==> src/rtl/fft_frame_feeder.sv <==
// fft_frame_feeder: drains whole FRAME_LEN-sample frames from the FFT sample
// FIFO and streams them as complex AXI-stream points (imag=0) with tlast on
// the final point. A frame starts only when the FIFO already holds it all.
// Optional build macro FFT_FEEDER_FRAME_CNT_EN adds a 16-bit frame_cnt output.
module fft_frame_feeder #(
    parameter int unsigned DATA_WIDTH  = 16,
    parameter int unsigned DEPTH_WIDTH = 10,
    parameter int unsigned FRAME_LEN   = 1024,
    parameter int unsigned GAP_CYCLES  = 0
) (
    input  logic                      rd_clk,
    input  logic                      rd_rst_n,
    input  logic                      enable,
    output logic                      fifo_rd_en,
    input  logic [DATA_WIDTH-1:0]     fifo_rd_data,
    input  logic                      fifo_rd_empty,
    input  logic [DEPTH_WIDTH:0]      fifo_rd_water_level,
    output logic [2*DATA_WIDTH-1:0]   m_axis_tdata,
    output logic                      m_axis_tvalid,
    output logic                      m_axis_tlast,
    input  logic                      m_axis_tready,
    output logic                      busy,
    output logic                      frame_done
`ifdef FFT_FEEDER_FRAME_CNT_EN
    ,
    output logic [15:0]               frame_cnt
`endif
);

    localparam int unsigned CW       = DEPTH_WIDTH + 1;
    localparam int unsigned GW       = 8;
    localparam int unsigned GAP_LOAD = (GAP_CYCLES > 0) ? GAP_CYCLES - 1 : 0;

    typedef enum logic [1:0] {
        IDLE   = 2'd0,
        STREAM = 2'd1,
        GAP    = 2'd2
    } state_t;

    state_t                state_q, state_d;
    logic [CW-1:0]         reads_left_q, reads_left_d;
    logic [CW-1:0]         beats_left_q, beats_left_d;
    logic [GW-1:0]         gap_cnt_q, gap_cnt_d;
    logic [DATA_WIDTH-1:0] buf0_q, buf0_d;
    logic [DATA_WIDTH-1:0] buf1_q, buf1_d;
    logic [1:0]            occ_q, occ_d;
    logic                  inflight_q;
    logic                  pop;
    logic                  last_pop;
    logic                  rd_en;
    logic [2:0]            fill;

    // Handshake and read-issue decode; fill counts entries that will occupy the buffer
    always_comb begin
        pop      = m_axis_tvalid & m_axis_tready;
        last_pop = pop && (beats_left_q == CW'(1));
        fill     = 3'(occ_q) + 3'(inflight_q) - 3'(pop);
        rd_en    = (state_q == STREAM) && (reads_left_q != '0) &&
                   !fifo_rd_empty && (fill < 3'd2);
    end

    assign fifo_rd_en    = rd_en;
    assign m_axis_tvalid = (occ_q != 2'd0);
    assign m_axis_tdata  = {{DATA_WIDTH{1'b0}}, buf0_q};
    assign m_axis_tlast  = m_axis_tvalid && (beats_left_q == CW'(1));
    assign frame_done    = last_pop;
    assign busy          = (state_q != IDLE);

    // Next-state and counter logic
    always_comb begin
        state_d      = state_q;
        reads_left_d = reads_left_q;
        beats_left_d = beats_left_q;
        gap_cnt_d    = gap_cnt_q;
        case (state_q)
            IDLE: begin
                if (enable && (fifo_rd_water_level >= CW'(FRAME_LEN))) begin
                    state_d      = STREAM;
                    reads_left_d = CW'(FRAME_LEN);
                    beats_left_d = CW'(FRAME_LEN);
                end
            end
            STREAM: begin
                if (rd_en) reads_left_d = reads_left_q - CW'(1);
                if (pop)   beats_left_d = beats_left_q - CW'(1);
                if (last_pop) begin
                    if (GAP_CYCLES > 0) begin
                        state_d   = GAP;
                        gap_cnt_d = GW'(GAP_LOAD);
                    end else begin
                        state_d = IDLE;
                    end
                end
            end
            GAP: begin
                if (gap_cnt_q == '0) state_d = IDLE;
                else                 gap_cnt_d = gap_cnt_q - GW'(1);
            end
            default: state_d = IDLE;
        endcase
    end

    // Two-entry skid buffer: head in buf0, returning read data lands behind it
    always_comb begin
        buf0_d = buf0_q;
        buf1_d = buf1_q;
        occ_d  = occ_q;
        if (pop) begin
            buf0_d = buf1_q;
            occ_d  = occ_q - 2'd1;
        end
        if (inflight_q) begin
            if (occ_d == 2'd0) buf0_d = fifo_rd_data;
            else               buf1_d = fifo_rd_data;
            occ_d = occ_d + 2'd1;
        end
    end

    // State, counters and skid buffer registers
    always_ff @(posedge rd_clk or negedge rd_rst_n) begin
        if (!rd_rst_n) begin
            state_q      <= IDLE;
            reads_left_q <= '0;
            beats_left_q <= '0;
            gap_cnt_q    <= '0;
            buf0_q       <= '0;
            buf1_q       <= '0;
            occ_q        <= 2'd0;
            inflight_q   <= 1'b0;
        end else begin
            state_q      <= state_d;
            reads_left_q <= reads_left_d;
            beats_left_q <= beats_left_d;
            gap_cnt_q    <= gap_cnt_d;
            buf0_q       <= buf0_d;
            buf1_q       <= buf1_d;
            occ_q        <= occ_d;
            inflight_q   <= rd_en;
        end
    end

`ifdef FFT_FEEDER_FRAME_CNT_EN
    // Completed-frame counter, wraps naturally at 16 bits
    always_ff @(posedge rd_clk or negedge rd_rst_n) begin
        if (!rd_rst_n)       frame_cnt <= 16'd0;
        else if (frame_done) frame_cnt <= frame_cnt + 16'd1;
    end
`endif

endmodule
==> config.mk <==
export PLATFORM = sky130hd
export DESIGN_NAME = fft_frame_feeder
export DESIGN_NICKNAME = d
export VERILOG_FILES = /design/src/rtl/fft_frame_feeder.sv
export SDC_FILE = /design/constraint.sdc
export NUM_CORES = 1
export LEC_CHECK = 0
export CAP_MARGIN = 10
export CORE_MARGIN = 1
export CORE_UTILIZATION = 50
export CTS_CLUSTER_SIZE = 40
export DETAILED_ROUTE_END_ITERATION = 7
export PLACE_DENSITY = 0.78
export SYNTH_ARGS = -nofsm -noshare
export SYNTH_HDL_FRONTEND = slang
export SYNTH_SLANG_ARGS = --single-unit
export TNS_END_PERCENT = 100
==> constraint.sdc <==
create_clock -name rd_clk -period 3.25 [get_ports rd_clk]
set_input_delay 0.65 -clock rd_clk [delete_from_list [all_inputs] [get_ports rd_clk]]
set_output_delay 0.65 -clock rd_clk [all_outputs]
set_load 0.05 [all_outputs]
# Word-level counts from Yosys, hierarchy flattened
# Index checks and enable logic that the tools add are counted.
[word_totals] regBits=67 input_bits=32 out_inout_bits=37 word_cells=61
[classes] add_sub_neg=7 order_cmp=2 n_eq_ne=8 muxes=14 bitwise=3 n_reduce_logical=19
[op_table] op="two-way mux 16 bit" n=3
[op_table] op="one-hot mux 11 bit (2 select lines)" n=2
[op_table] op="two-way mux 11 bit" n=3
[op_table] op="subtractor 11 x 1 -> 11 bit (second input constant)" n=2
[op_table] op="equality test 11 x 1 -> 1 bit (second input constant)" n=1
[op_table] op="greater-or-equal comparator 11 bit (second input constant)" n=1
[op_table] op="nonzero test 11 bit" n=1
[op_table] op="two-way mux 2 bit" n=5
[op_table] op="!= test 2 bit (second input constant)" n=5
[op_table] op="AND reduction 3 bit" n=3
[op_table] op="logical NOT 8 bit" n=1
[op_table] op="subtractor 8 x 1 -> 8 bit (second input constant)" n=1
[op_table] op="logical AND 1 bit" n=6
[op_table] op="one-hot mux 2 bit (3 select lines)" n=1
[op_table] op="nonzero test 2 bit" n=3
[op_table] op="logical NOT 2 bit" n=2
[op_table] op="AND reduction 2 bit" n=2
[op_table] op="adder 2 x 1 -> 3 bit" n=1
[op_table] op="< comparator 3 x 2 -> 1 bit (second input constant)" n=1
[op_table] op="subtractor 3 x 1 -> 3 bit" n=1
[op_table] op="adder 2 x 1 -> 2 bit (second input constant)" n=1
[op_table] op="equality test 2 x 1 -> 1 bit (second input constant)" n=1
[op_table] op="equality test 2 bit (second input constant)" n=1
[op_table] op="NOT 1 bit" n=2
[op_table] op="3 further kinds" n=3

# Longest topological paths before layout
# Gate-level depths: netlist (run 1).
[depth] word_depth=7 mapped_depth=13 mapped_depth_nobuf=10

# Worst setup path before layout (run 1)
# OpenSTA, ideal clock, no wires.
[synth_timing] path_kind="flip-flop to output port" from="reg occ_q[1]" to="out fifo_rd_en" arrival_ps=2563 required_ps=2600 setup_slack_ps=37 path_stages_with_launch=12 n_path_buf=2 path_cell_list="dfrtp_1 inv_1 ha_1 nand2b_1 clkbuf_1 xor2_1 nand2b_1 fa_1 and3b_2 nand3_2 buf_6 inv_1"
[synth_via] elab_chain_cells=5 elab_cells_between_ends=6 cone_classes="add/sub (2); order compare (1); bitwise (1); reduce/logical (2)"
[synth_rtl] element="from (decl)" line_no="46" source="logic [1:0] occ_q, occ_d;"
[synth_rtl] element="from (signal assigned)" line_no="128" source="occ_q <= 2'd0;"
[synth_rtl] element="from (signal assigned)" line_no="137" source="occ_q <= occ_d;"
[synth_rtl] element="parallel branches: the longest is 2 deep, another holds adder 2 x 1 -> 3 bit"
[synth_rtl] element="subtractor 3 x 1 -> 3 bit *" line_no="57" source="fill = 3'(occ_q) + 3'(inflight_q) - 3'(pop);"
[synth_rtl] element="< comparator 3 x 2 -> 1 bit *" line_no="59" source="!fifo_rd_empty && (fill < 3'd2);"
[synth_rtl] element="logical AND 1 bit *" line_no="59"
[synth_rtl] element="to (decl)" line_no="14" source="output logic fifo_rd_en,"
# Mark *: on every way between the ends.

# Final worst setup path (run 1)
[layout_timing] from="reg occ_q[0]" to="out fifo_rd_en"
# The elaborated chain is that of the path after synthesis.

==> run metrics, run 1 <==
outcome=complete, no violations; Reg area=1450 sq um; iteration-0 DRC count of the detailed router=69; final setup margin=0.174 ns; post-synthesis instance total=275; row count=28; initial core utilization=51.9%; Min Hold Slack=0.491 ns; Max-slew headroom=33.1%; clk slew on worst S/H paths=0.06 ns; Routed Wire Length=5810 um; Seq/Total Area, Yosys=47.2%; share of cells above drive strength 1=18.7%; P&R area growth vs syn=23.3%; Min Clock Period, post-route=3.08 ns; met2 Use GR=34.2%; GRT Overall Usage=20.9%; Finished Layout Cells=407; CP required=2.60 ns; via count=2,157; synthesized area=3070 sq um; RD Place Congestion=0.771; worst vdd ir=610 uV; Clock Tree Root=clkbuf_8; Global Route met1 Usage=26.0%; DR vias/cell=5.30; met3 global-route usage=4.66%; # diodes=0; average wire per standard cell=14.3 um; CP top delay family=adder cells; H-Tree Depth=3; Max Cap Viol=0; Final Skew=0.00556 ns; cts hold-fix bufs=0; Largest stage delay, worst path=0.48 ns; post-layout util=64.0%; type of the tightest min-delay check=input pin to async pin; clk sinks=58; Die ar.=6470 sq um; worst-path maximum fanout=5; crit-path cells=inv_1 > ha_2 > nand2b_1 > xor2_1 > nand2b_1 > fa_1 > and3b_2 > nand3_2 > inv_2 > buf_12; synthesized flop and latch total=58; final hold vios=0; first-pass GRT wire length=10,100 um; Pwr Density=1110 nW/um^2; cell depth of the worst flop-to-flop path=10; initial antenna violation count=0; EDFF count, synth=0; Core Region=5920 sq um; FMAX=325 MHz; pin slew with the least headroom to its limit=1.00 ns; clk buf depth=2; Slew Viols, Final=0; Pleak=1.68 nW; chip width=80.4 um; placed cell areas=3560 sq um; post-DP HPWL=3900 um; yosys warns=0; # IOs=69; Setup crit start kind=flip-flop; fill count=486; via count of the first global-routing pass=2,216; nets=367; Post-Place Setup Slack=0.00896 ns; Design Power=4.21 mW; unrepaired setup endpoints after global routing=no; largest net degree at the start of global routing=46; CTS tree=yes; total negative slack=0 ns; CTS Buf Count=9; design area=3790 sq um; final worst-path cycle share=94.6%; Finish-stage setup viols=0; Post-route DRC=0; Synth Flop Type=dfrtp_1; Avg Inst Size Synth=11.2 sq um; share of flip-flops with an asynchronous set or reset=100%; Worst-Skew Late Latency=0.33 ns; Critical Path End Type=output pin; multi-input logic area=1440 sq um; post-synth cell types=51; CP arrival=2.43 ns; drt pass-1 iters=6; overflow left after global routing=0; Inst Count DP=391; busiest grt layer=met2; Crit path top cell by count=nand2b_1; Die Ht=80.4 um; Routed Antenna Nets=0; Worst Setup Path Type=flip-flop to output pin; Worst path depth=10; slowest stage cell, crit path=fa_1; I/O Buffers=42; CP bufs+invs=3
[placed cells by master (no fill, tap or decap), drive strengths merged, types with 4 or more instances in the layout]
cell type      netlist  layout
dfrtp               58      58
clkdlybuf4s50        0      39
o21ai               30      30
nand2               24      24
mux2i               19      19
mux2                16      16
conb                 1      16
buf                 23      15
clkbuf               5      13
inv                 12      12
nor2                10      10
nand3               10      10
o31ai                8       8
ha                   6       6
a21oi                5       5
nor3                 5       5
nor4                 4       4
o41ai                4       4
[layer usage]
metal,up-vias,share of wire [%]
met5,-,0
met3,9,4.0
met2,41,48
li1,1053,-
met4,0,1.7
met1,1054,46
[repair_timing]
action,CTS,global route
gates resized for setup,1,2
cloned,0,0
endpoints found under the setup margin,1,2
buffers inserted,0,1
[worst register-to-register path: stages, from the launching register on]
cell,delay (ns)
dfrtp_1,0.38
inv_1,0.10
ha_2,0.21
nand2b_1,0.15
buf_4,0.12
buf_4,0.30
a21oi_1,0.14
ha_1,0.21
nor2b_1,0.37
buf_12,0.21
mux2_2,0.34
[cell usage after synthesis, types with 2 or more instances]
master	n	area, sq um
a21oi_1	5	25.0
buf_2	2	10.0
buf_4	19	143
buf_6	2	22.5
clkbuf_1	5	18.8
dfrtp_1	58	1450
ha_1	6	75.1
inv_1	12	45.0
mux2_2	16	180
mux2i_1	19	190
nand2_1	24	90.1
nand2b_1	3	18.8
nand3_1	9	45.0
nand4_1	2	12.5
nor2_1	10	37.5
nor3_1	4	20.0
nor4_4	3	63.8
o211ai_1	3	22.5
o21ai_0	29	145
o311ai_0	3	26.3
o31ai_1	7	52.6
o41ai_1	3	26.3
xnor2_1	2	17.5
xor2_1	2	17.5
[cells by family (layout without fill, tap and decap cells)]
family | count (synthesis) | after routing | share of synthesized area, %
and+or+nand+nor | 72 | 72 | 15.1
DFF | 58 | 58 | 47.2
AOI/OAI and AO/OA | 57 | 57 | 12.6
buffers and inverters | 40 | 82 | 7.77
muxes | 35 | 35 | 12.0
adders and majority gates | 7 | 7 | 3.09
xor gates and xnor gates | 5 | 5 | 2.04
other | 1 | 16 | 0.122
[state kept, by name (all words and copies together), names as in the netlist]
register	flops
beats_left_q	11
state_q	1
reads_left_q	11
occ_q	2
buf1_q	16
inflight_q	1
buf0_q	16
[report_power, final]
group / leakage [nW] / internal (mW) / switching, mW
combinational: 0.863 / 0.881 / 1.18
sequential: 0.704 / 1.08 / 0.319
clock: 0.110 / 0.470 / 0.277
total: 1.68 / 2.43 / 1.78
[path summary, 6_finish.rpt]
path	start	to	slack (ns)
worst max register to register	occ_q[0]	buf1_q[0]	0.62
worst min-delay path	rd_rst_n	beats_left_q[7]	0.49
min in group rd_clk	beats_left_q[9]	beats_left_q[9]	0.50
worst max-delay path	occ_q[0]	fifo_rd_en	0.17
max in group asynchronous	rd_rst_n	buf0_q[9]	2.00
worst min register to register	beats_left_q[9]	beats_left_q[9]	0.50
[area by class of cell]
class / instances / share of cell area (%)
multi-input cells: 192 / 38.1
clock inverters: 2 / 1.58
flip-flops and latches: 58 / 38.3
repair buffers: 55 / 14.2
clock buffers: 13 / 4.19
well taps: 75 / 2.48
inverters: 12 / 1.19
Power figures use the tool's default switching activity.
==> run 2, diff against run 1 <==
SLEW_MARGIN = 0   (was not set)
==> results of run 2 <==
The final DEF is identical to that of run 1; final timing and power are the same.
==> run 3, diff against run 2 <==
CAP_MARGIN = 20   (was 10)
==> run 3 against run 2 <==
Register-to-register slack hardly changed; total power hardly changed; die area stayed put; clock power hardly changed; hold slack worse by 0.25 ns; fmax hardly changed; cell count is 0.25% higher; non-clock buffer count is 1 higher; global-route usage stayed put; highest routed layer unchanged.
==> run metrics, run 3 (synthesis results as in run 1) <==
I/O Buffers=42; sw frac=42.3%; Worst-Skew Late Latency=0.33 ns; most common cell after layout, fill and taps aside=dfrtp_1; FF-to-FF setup slack=0.61 ns; CTS tree=yes; Routed Antenna Nets=0; Die Ht=80.4 um; FMAX=325 MHz; final hold vios=0; CP top delay family=adder cells; largest net degree at the start of global routing=46; average wire per standard cell=14.3 um; M1 WL=2720 um; first-pass GRT wire length=10,100 um; Max-slew headroom=65.2%; Finish-stage setup viols=0; # diodes=0; overflow left after global routing=0; share of cells above drive strength 1=18.9%; Top Registers=buf0_q: 16 flops, buf1_q: 16 flops; Clock Tree Root=clkbuf_8; most frequent cells in the layout=58 x dfrtp_1, 39 x clkdlybuf4s50_1, 29 x o21ai_0, 24 x nand2_1, 19 x mux2i_1; Pint=2.43 mW; Pwr Density=1110 nW/um^2; initial antenna violation count=0; Met3 Wirelength=234 um; reg2reg end=buf1_q[2]; GRT Overall Usage=20.9%; CP required=2.60 ns; final worst-path cycle share=94.7%; Die ar.=6470 sq um; worst vdd ir=610 uV; RD Place Congestion=0.771; crit-path cells=inv_1 > ha_2 > nand2b_1 > xor2_1 > nand2b_1 > fa_1 > and3b_2 > nand3_2 > inv_2 > buf_12; clk slew on worst S/H paths=0.06 ns; Final Skew=0.00548 ns; clock share of power=17.7%; worst-path maximum fanout=5; Finished Layout Cells=408; Setup crit start kind=flip-flop; DR vias/cell=5.30; Slew Viols, Final=0; type of the tightest min-delay check=input pin to async pin; Critical Path End Type=output pin; Post-route DRC=0; chip width=80.4 um; top sig layer=met4; via count of the first global-routing pass=2,216; CP bufs+invs=3; post-DP HPWL=3900 um; Sequential Power Share=33.2%; H-Tree Depth=3; final setup margin=0.174 ns; outcome=complete, no violations; row count=28; nets=368; Worst Setup Path Type=flip-flop to output pin; drt pass-1 iters=4; via count=2,164; Pleak=1.69 nW; CP arrival=2.43 ns; Routed Wire Length=5840 um; switching power=1.78 mW; r2r startpoint=occ_q[0]; Largest stage delay, worst path=0.48 ns; slowest stage cell, crit path=fa_1; post-layout util=64.3%; # IOs=69; met2 routed WL=2780 um; clk buf depth=2; Min Clock Period, post-route=3.08 ns; Combinational Power Share=49.1%; CTS Buf Count=9; iteration-0 DRC count of the detailed router=70; Post-Place Setup Slack=0.00896 ns; Inst Count DP=391; total negative slack=0 ns; clk sinks=58; Max Cap Viol=0; cell depth of the worst flop-to-flop path=10; pin slew with the least headroom to its limit=0.520 ns; Core Region=5920 sq um; unrepaired setup endpoints after global routing=no; Crit path top cell by count=nand2b_1; initial core utilization=51.9%; P&R area growth vs syn=23.9%
[run 3: repair_timing]
item	in CTS	in global routing
pin swaps	0	0
setup endpoints to repair	1	2
hold buffers	0	0
gates resized for setup	1	2
setup buffers	0	1
[run 3: layout make-up]
| cell class | instances | area [sq um] |
|---|---|---|
| timing repair buffer | 56 | 558 |
| fill | 484 | 2110 |
| tap | 75 | 93.8 |
| sequential | 58 | 1450 |
| inverter | 12 | 45.0 |
| multi-input combinational | 192 | 1440 |
| clock buffer | 13 | 159 |
| clock inverter | 2 | 60.1 |
[run 3: worst max path at each step]
stage                              from         end  cells past startpoint
final                          occ_q[0]  fifo_rd_en                     10
after global routing           occ_q[0]  fifo_rd_en                     10
after CTS                 m_axis_tready  fifo_rd_en                      9
after detailed placement  m_axis_tready  fifo_rd_en                      9
after global placement    m_axis_tready  fifo_rd_en                      9
after floorplan                occ_q[1]  fifo_rd_en                     11
[run 3: routing by layer]
metal | track usage (%) | vias to the layer above
met4 | 10.2 | 0
met3 | 4.66 | 9
met1 | 26.0 | 1056
met5 | 0 | -
li1 | - | 1056
met2 | 34.2 | 43
[run 3: stage by stage]
step,hold WS [ns],cell area [sq um],total power [mW]
2_1_floorplan,0.354,3130,2.86
3_3_place_gp,0.479,3560,3.39
3_5_place_dp,0.486,3560,3.47
4_1_cts,0.505,3780,4.24
5_1_grt,0.258,3810,4.51
6_report,0.243,3810,4.22
[run 3: power groups by stage]
stage / registers, mW / logic, mW / clock network (mW)
after floorplan: 1.72 / 1.13 / 0
after global placement: 1.39 / 2.01 / 0
after detailed placement: 1.41 / 2.06 / 0
after CTS: 1.40 / 2.08 / 0.758
after global routing: 1.45 / 2.26 / 0.793
final: 1.40 / 2.07 / 0.747
[run 3: worst register-to-register path: stages (launching register included)]
cell and delay (ns):
dfrtp_1 0.38, inv_1 0.10, ha_2 0.21, nand2b_1 0.15, buf_4 0.12, buf_4 0.30
a21oi_1 0.14, ha_1 0.21, nor2b_1 0.37, buf_12 0.21, mux2_2 0.34
